`config.mk`:
```
export PLATFORM = sky130hd
export DESIGN_NAME = fifo_rd_arbiter_flat
export DESIGN_NICKNAME = d
export VERILOG_FILES = /design/src/rtl/fifo_rd_arbiter_if.sv /design/src/rtl/fifo_rd_arbiter.sv /design/src/flat_wrapper.sv
export SDC_FILE = /design/constraint.sdc
export NUM_CORES = 1
export LEC_CHECK = 0
export BUFFER_PORTS_ARGS = -buffer_cell sky130_fd_sc_hd__buf_2
export CORE_MARGIN = 2
export CORE_UTILIZATION = 40
export DETAILED_ROUTE_END_ITERATION = 10
export PLACE_DENSITY_LB_ADDON = 0.2
export SLEW_MARGIN = 10
export SYNTH_ARGS = -nofsm -noshare
export SYNTH_HDL_FRONTEND = slang
export SYNTH_SLANG_ARGS = --single-unit
```
`constraint.sdc`:
```
create_clock -name rclk -period 1.3 [get_ports rclk]
set_input_delay 0.065 -clock rclk [delete_from_list [all_inputs] [get_ports rclk]]
set_output_delay 0.065 -clock rclk [all_outputs]
set_load 0.01 [all_outputs]
```
`src/rtl/fifo_rd_arbiter_if.sv`:
```
// Read-side bundle between the FIFO read ports, the arbiter and the
// downstream consumer. The arbiter uses the master modport.
interface fifo_rd_arbiter_if #(
  parameter int NUM_SRC = 4,
  parameter int DSIZE   = 8
);
  localparam int SW = $clog2(NUM_SRC);

  logic [NUM_SRC-1:0]       src_en;
  logic [NUM_SRC-1:0]       rempty;
  logic [NUM_SRC*DSIZE-1:0] rdata;
  logic [NUM_SRC-1:0]       rinc;
  logic                     out_valid;
  logic [DSIZE-1:0]         out_data;
  logic [SW-1:0]            out_src;
  logic                     out_ready;
  logic                     busy;

  modport master (
    input  src_en, rempty, rdata, out_ready,
    output rinc, out_valid, out_data, out_src, busy
  );

  modport slave (
    output src_en, rempty, rdata, out_ready,
    input  rinc, out_valid, out_data, out_src, busy
  );
endinterface

```
`src/rtl/fifo_rd_arbiter.sv`:
```
// Round-robin read scheduler: drains NUM_SRC FIFO read ports in bursts of at
// most BURST_LEN words onto one registered valid/ready output stream.
module fifo_rd_arbiter #(
  parameter int NUM_SRC   = 4,
  parameter int DSIZE     = 8,
  parameter int BURST_LEN = 4
) (
  input  logic              rclk,
  input  logic              rrst,
  fifo_rd_arbiter_if.master bus
);
  localparam int SW = $clog2(NUM_SRC);
  localparam logic [3:0] BLEN = 4'(BURST_LEN);

  typedef enum logic {IDLE, BURST} state_t;

  state_t             state, state_nx;
  logic [SW-1:0]      last_grant, last_nx;
  logic [SW-1:0]      grant, grant_nx;
  logic [3:0]         count, count_nx;
  logic [SW-1:0]      winner;
  logic [NUM_SRC-1:0] req;
  logic [NUM_SRC-1:0] rinc_c;
  logic               slot;
  logic               pop;
  logic [DSIZE-1:0]   src_data [NUM_SRC];
  logic [DSIZE-1:0]   sel_data;

  logic               vld_p1;
  logic [DSIZE-1:0]   data_p1;
  logic [SW-1:0]      src_p1;

  // First requester found scanning upward from last+1, wrapping at NUM_SRC.
  function automatic logic [SW-1:0] rr_pick(input logic [NUM_SRC-1:0] r,
                                            input logic [SW-1:0] last);
    logic [SW-1:0] pick;
    logic [SW-1:0] idx;
    pick = '0;
    for (int k = NUM_SRC; k >= 1; k--) begin
      idx = SW'((int'(last) + k) % NUM_SRC);
      if (r[idx]) pick = idx;
    end
    return pick;
  endfunction

  // Unpack the flattened read data into one word per source.
  always_comb begin
    for (int i = 0; i < NUM_SRC; i++) src_data[i] = bus.rdata[i*DSIZE +: DSIZE];
  end

  // Request, pop decision and the single-hot pop strobe.
  always_comb begin
    req      = bus.src_en & ~bus.rempty;
    slot     = ~vld_p1 | bus.out_ready;
    winner   = rr_pick(req, last_grant);
    sel_data = src_data[grant];
    pop      = (state == BURST) && req[grant] && slot && (count < BLEN) && !rrst;
    rinc_c   = '0;
    if (pop) rinc_c[grant] = 1'b1;
  end

  // Next-state logic: IDLE arbitrates for one cycle, BURST pops until the
  // burst limit is hit or the granted source stops requesting.
  always_comb begin
    state_nx = state;
    grant_nx = grant;
    last_nx  = last_grant;
    count_nx = count;
    case (state)
      IDLE: begin
        if (|req) begin
          grant_nx = winner;
          last_nx  = winner;
          count_nx = '0;
          state_nx = BURST;
        end
      end
      BURST: begin
        if (pop) begin
          count_nx = count + 4'd1;
          if (count + 4'd1 == BLEN) state_nx = IDLE;
        end else if (!req[grant]) begin
          state_nx = IDLE;
        end
      end
      default: state_nx = IDLE;
    endcase
  end

  // FSM and arbitration registers; reset restarts priority at source 0.
  always_ff @(posedge rclk) begin
    if (rrst) begin
      state      <= IDLE;
      last_grant <= SW'(NUM_SRC - 1);
      grant      <= '0;
      count      <= '0;
    end else begin
      state      <= state_nx;
      last_grant <= last_nx;
      grant      <= grant_nx;
      count      <= count_nx;
    end
  end

  // ---- stage p1: output register, loaded on pop, cleared on accept ----
  always_ff @(posedge rclk) begin
    if (rrst) begin
      vld_p1  <= 1'b0;
      data_p1 <= '0;
      src_p1  <= '0;
    end else if (pop) begin
      vld_p1  <= 1'b1;
      data_p1 <= sel_data;
      src_p1  <= grant;
    end else if (vld_p1 && bus.out_ready) begin
      vld_p1  <= 1'b0;
    end
  end

  assign bus.rinc      = rinc_c;
  assign bus.out_valid = vld_p1;
  assign bus.out_data  = data_p1;
  assign bus.out_src   = src_p1;
  assign bus.busy      = (state == BURST);
endmodule

```
`src/flat_wrapper.sv`:
```
// flat-port wrapper written by rule: the top's interface ports become plain ports
module fifo_rd_arbiter_flat 
#(
  parameter int NUM_SRC   = 4,
  parameter int DSIZE     = 8,
  parameter int BURST_LEN = 4
)
  (rclk, rrst, bus_src_en, bus_rempty, bus_rdata, bus_out_ready, bus_rinc, bus_out_valid, bus_out_data, bus_out_src, bus_busy);
  fifo_rd_arbiter_if #(.NUM_SRC(NUM_SRC), .DSIZE(DSIZE)) bus_i ();
  input  logic rclk;
  input  logic rrst;
  input wire logic [$bits(bus_i.src_en)-1:0] bus_src_en;
  input wire logic [$bits(bus_i.rempty)-1:0] bus_rempty;
  input wire logic [$bits(bus_i.rdata)-1:0] bus_rdata;
  input wire logic [$bits(bus_i.out_ready)-1:0] bus_out_ready;
  output wire logic [$bits(bus_i.rinc)-1:0] bus_rinc;
  output wire logic [$bits(bus_i.out_valid)-1:0] bus_out_valid;
  output wire logic [$bits(bus_i.out_data)-1:0] bus_out_data;
  output wire logic [$bits(bus_i.out_src)-1:0] bus_out_src;
  output wire logic [$bits(bus_i.busy)-1:0] bus_busy;
  assign bus_i.src_en = bus_src_en;
  assign bus_i.rempty = bus_rempty;
  assign bus_i.rdata = bus_rdata;
  assign bus_i.out_ready = bus_out_ready;
  assign bus_rinc = bus_i.rinc;
  assign bus_out_valid = bus_i.out_valid;
  assign bus_out_data = bus_i.out_data;
  assign bus_out_src = bus_i.out_src;
  assign bus_busy = bus_i.busy;
  fifo_rd_arbiter #(.NUM_SRC(NUM_SRC), .DSIZE(DSIZE), .BURST_LEN(BURST_LEN)) u_core (.rclk(rclk), .rrst(rrst), .bus(bus_i));
endmodule
```
==> impl_metrics.yaml <==
outcome:
  status: "complete, but fails checks"
  violations: "setup timing"
sta:
  final.min_clock_period_ns: 1.67
  hold_violations: 0
  hold_ws_ns: 0.0945
  setup_viol: 19
  fin_crit_sh: 1.28
  fmax_ghz: 0.599
  finalMaxSlewViolations: 0
  setup_ws_ns: -0.369
  rsz0062_at_grt: "yes"
  tightest_slew_ns: 0.293
  skew_ns: 0.00603
  slew_headroom: 0.805
die:
  fp.dieW_um: 60.8
  initial_core_util: 0.423
  floorplan.rows: 20
  core_area_sq_um: 3050
  die_area_sq_um: 3700
  io_pins: 59
  dieHeight_um: 60.8
clocking:
  cts.sinks: 20
  cts_tree: "built"
  clk_pin_slew_ns: 0.12
  cts.path.max_buffers: 2
  cts-htree-levels: 1
  ctsHoldBuffers: 0
  cts_buffers: 3
  clkLatencyLatePin_ns: 0.30
  root_buffer: "clkbuf_4"
yosys:
  yosysSeqAreaShare: 0.310
  synth_cell_types: 34
  syn_avg_cell_area_sq_um: 10.5
  synth_edf_count: 0
  synthDominantCellAreaShare: 0.310
  ys_seq_elements: 20
  synth.cell_area_sq_um: 1290
  synthesis.nets: 167
  ys_top_cells_by_area: "dfxtp_1 (31%), mux4_2 (16%), nand3_2 (7.7%), a21oi_1 (7.0%), o21ai_2 (6.8%)"
  synth_common_cells: "dfxtp_1 (20), a21oi_1 (18), nand3_2 (10), o21ai_2 (10), mux4_2 (9)"
  synth_area_leader_cell: "dfxtp_1"
  synthMostInstantiatedCell: "dfxtp_1"
  synthCells: 123
  synthArstFlopShare: 0
  yosys_warnings: 0
  ys.flop_type: "dfxtp_1"
power_and_ir_drop:
  power.total_mw: 1.53
  ir_drop_mv: 0.590
  power.density_nw_per_um2: 811
  leakagePower_nw: 0.815
worst_hold_path:
  hp-class: "input pin to flop"
global_routing:
  grt_use_total: 0.197
  antenna_found_initial: 0
  grt_pass1_wl_um: 5460
  grt-ovfl-total: 0
  grt_max_degree: 16
  grt_pass1_vias: 1256
setup_path:
  r2r_slack_ns: -0.31
  arrival_ns: 1.60
  path_class: "flop to output pin"
  critPathLaunchType: "flop"
  cpPeakStageDelay_ns: 0.52
  crit_path_top_delay_cell: "mux4_2"
  worstPathCellList: "mux4_2 > nor2_2 > and3_1 > buf_2"
  crit_end: "bus_rinc[3]"
  path_max_fanout: 4
  r2r_start: "u_core.grant[1]$_SDFFE_PP0P_"
  worstRegToRegCells: 6
  end_kind: "output pin"
  required_ns: 1.24
  rr_endpoint: "u_core.bus.out_data[0]$_SDFFE_PP0P_"
  critPathLaunch: "u_core.grant[1]$_SDFFE_PP0P_"
detailed_routing:
  top_layer: "met4"
  vias_per_cell: 5.24
  met3_length_um: 149
  drc: 0
  dr.pass1.iters: 4
  wl_per_cell_um: 14.1
  routed_wl_um: 3490
  ant_nets: 0
  vias: 1295
  wl_met2_um: 1820
  drt-met1-wl_um: 1500
  drt_iter0_drc: 29
job:
  cap_violations: 0
finish:
  n_antenna_cell: 0
  nets: 249
  layout-drive-gt1-share: 0.660
  synthToLayoutAreaGrowth_pct: 45.5
  fin_cells: 247
  stdcell_area_sq_um: 1880
placement:
  dp_cells: 237
  placed_area_sq_um: 1740
  pre_cts_slack_ns: -0.131
  hpwlAfterDp_um: 2730
  gp_congestion: 0.835
  port_buffers: 58
==> worst max-delay path, delay by kind of cell, from the launching register on <==
family        cells  cell delay, ns
mux               1            0.52
flops             1            0.39
buf+inv           1            0.12
simple gates      2            0.28
==> power by group <==
group          total (mW)  internal [mW]  switching, mW
Sequential          0.673          0.641         0.0324
Clock               0.299          0.108          0.191
Combinational       0.554          0.297          0.257
==> cells in the final DEF, fill, tap and decap left out, types with 2 or more instances in the layout <==
cell type,synthesis,routed
buf_2,2,58
buf_4,3,24
dfxtp_1,20,19
a21oi_1,18,15
nand3_2,10,11
mux4_2,9,9
o21ai_2,10,8
o21ai_0,4,4
a21oi_2,1,4
buf_6,3,4
inv_1,3,3
nor2_1,4,3
nor2b_1,3,3
nand2b_4,3,3
o211ai_1,3,3
clkbuf_4,0,3
nand2b_1,2,2
and3_1,2,2
a32o_1,2,2
nand2_1,2,2
o21ai_4,0,2
==> how the worst min path moves through the flow <==
stage               cells past startpoint  slack, ns                                 to          start
floorplan                               2       0.28  u_core.bus.out_valid$_SDFFE_PP0P_  bus_out_ready
global placement                        3       0.39  u_core.bus.out_valid$_SDFFE_PP0P_  bus_out_ready
detailed placement                      3       0.41  u_core.bus.out_valid$_SDFFE_PP0P_  bus_out_ready
CTS                                     3       0.09  u_core.bus.out_valid$_SDFFE_PP0P_  bus_out_ready
global route                            3       0.09  u_core.bus.out_valid$_SDFFE_PP0P_  bus_out_ready
finish                                  3       0.09  u_core.bus.out_valid$_SDFFE_PP0P_  bus_out_ready
==> sequential cells by signal, summed over array words and instances, names as in the netlist <==
name and flops:
u_core.bus.out_data 8, u_core.count 4, u_core.bus.out_src 2, u_core.grant 2, u_core.last_grant 2, u_core.bus.busy 1, u_core.bus.out_valid 1
==> cell type report <==
type / instances / area [sq um]
Clock buffer: 3 / 22.5
Fill cell: 302 / 1170
Inverter: 3 / 11.3
Multi-Input combinational cell: 90 / 852
Sequential cell: 20 / 404
Tap cell: 44 / 55.1
Timing Repair Buffer: 87 / 536
==> stage by stage <==
step / util / setup TNS [ns]
global placement: 0.571 / -1.25
global route: 0.616 / -5.62
finish: 0.616 / -4.64
detailed placement: 0.571 / -1.52
CTS: 0.602 / -4.54
floorplan: - / -0.861
==> metal layers <==
layer / track usage / vias to the layer above
met5: 0 / -
met4: 0.0497 / 0
met1: 0.232 / 627
met2: 0.361 / 33
li1: - / 633
met3: 0.0405 / 2
==> logic make-up after synthesis <==
family          after synthesis  share of synthesized area
buf+inv                      13                     0.0658
compound gates               42                      0.218
mux                          11                      0.185
flops                        20                      0.310
fa+ha+maj                     1                    0.00968
simple gates                 36                      0.212
==> timing repair <==
action                     in CTS  in global routing
setup endpoints to repair      19                 20
pin swaps                       5                  5
gates resized for setup         8                  8
buffers inserted                7                  2
No activity file was read; power rests on OpenSTA's default activity.
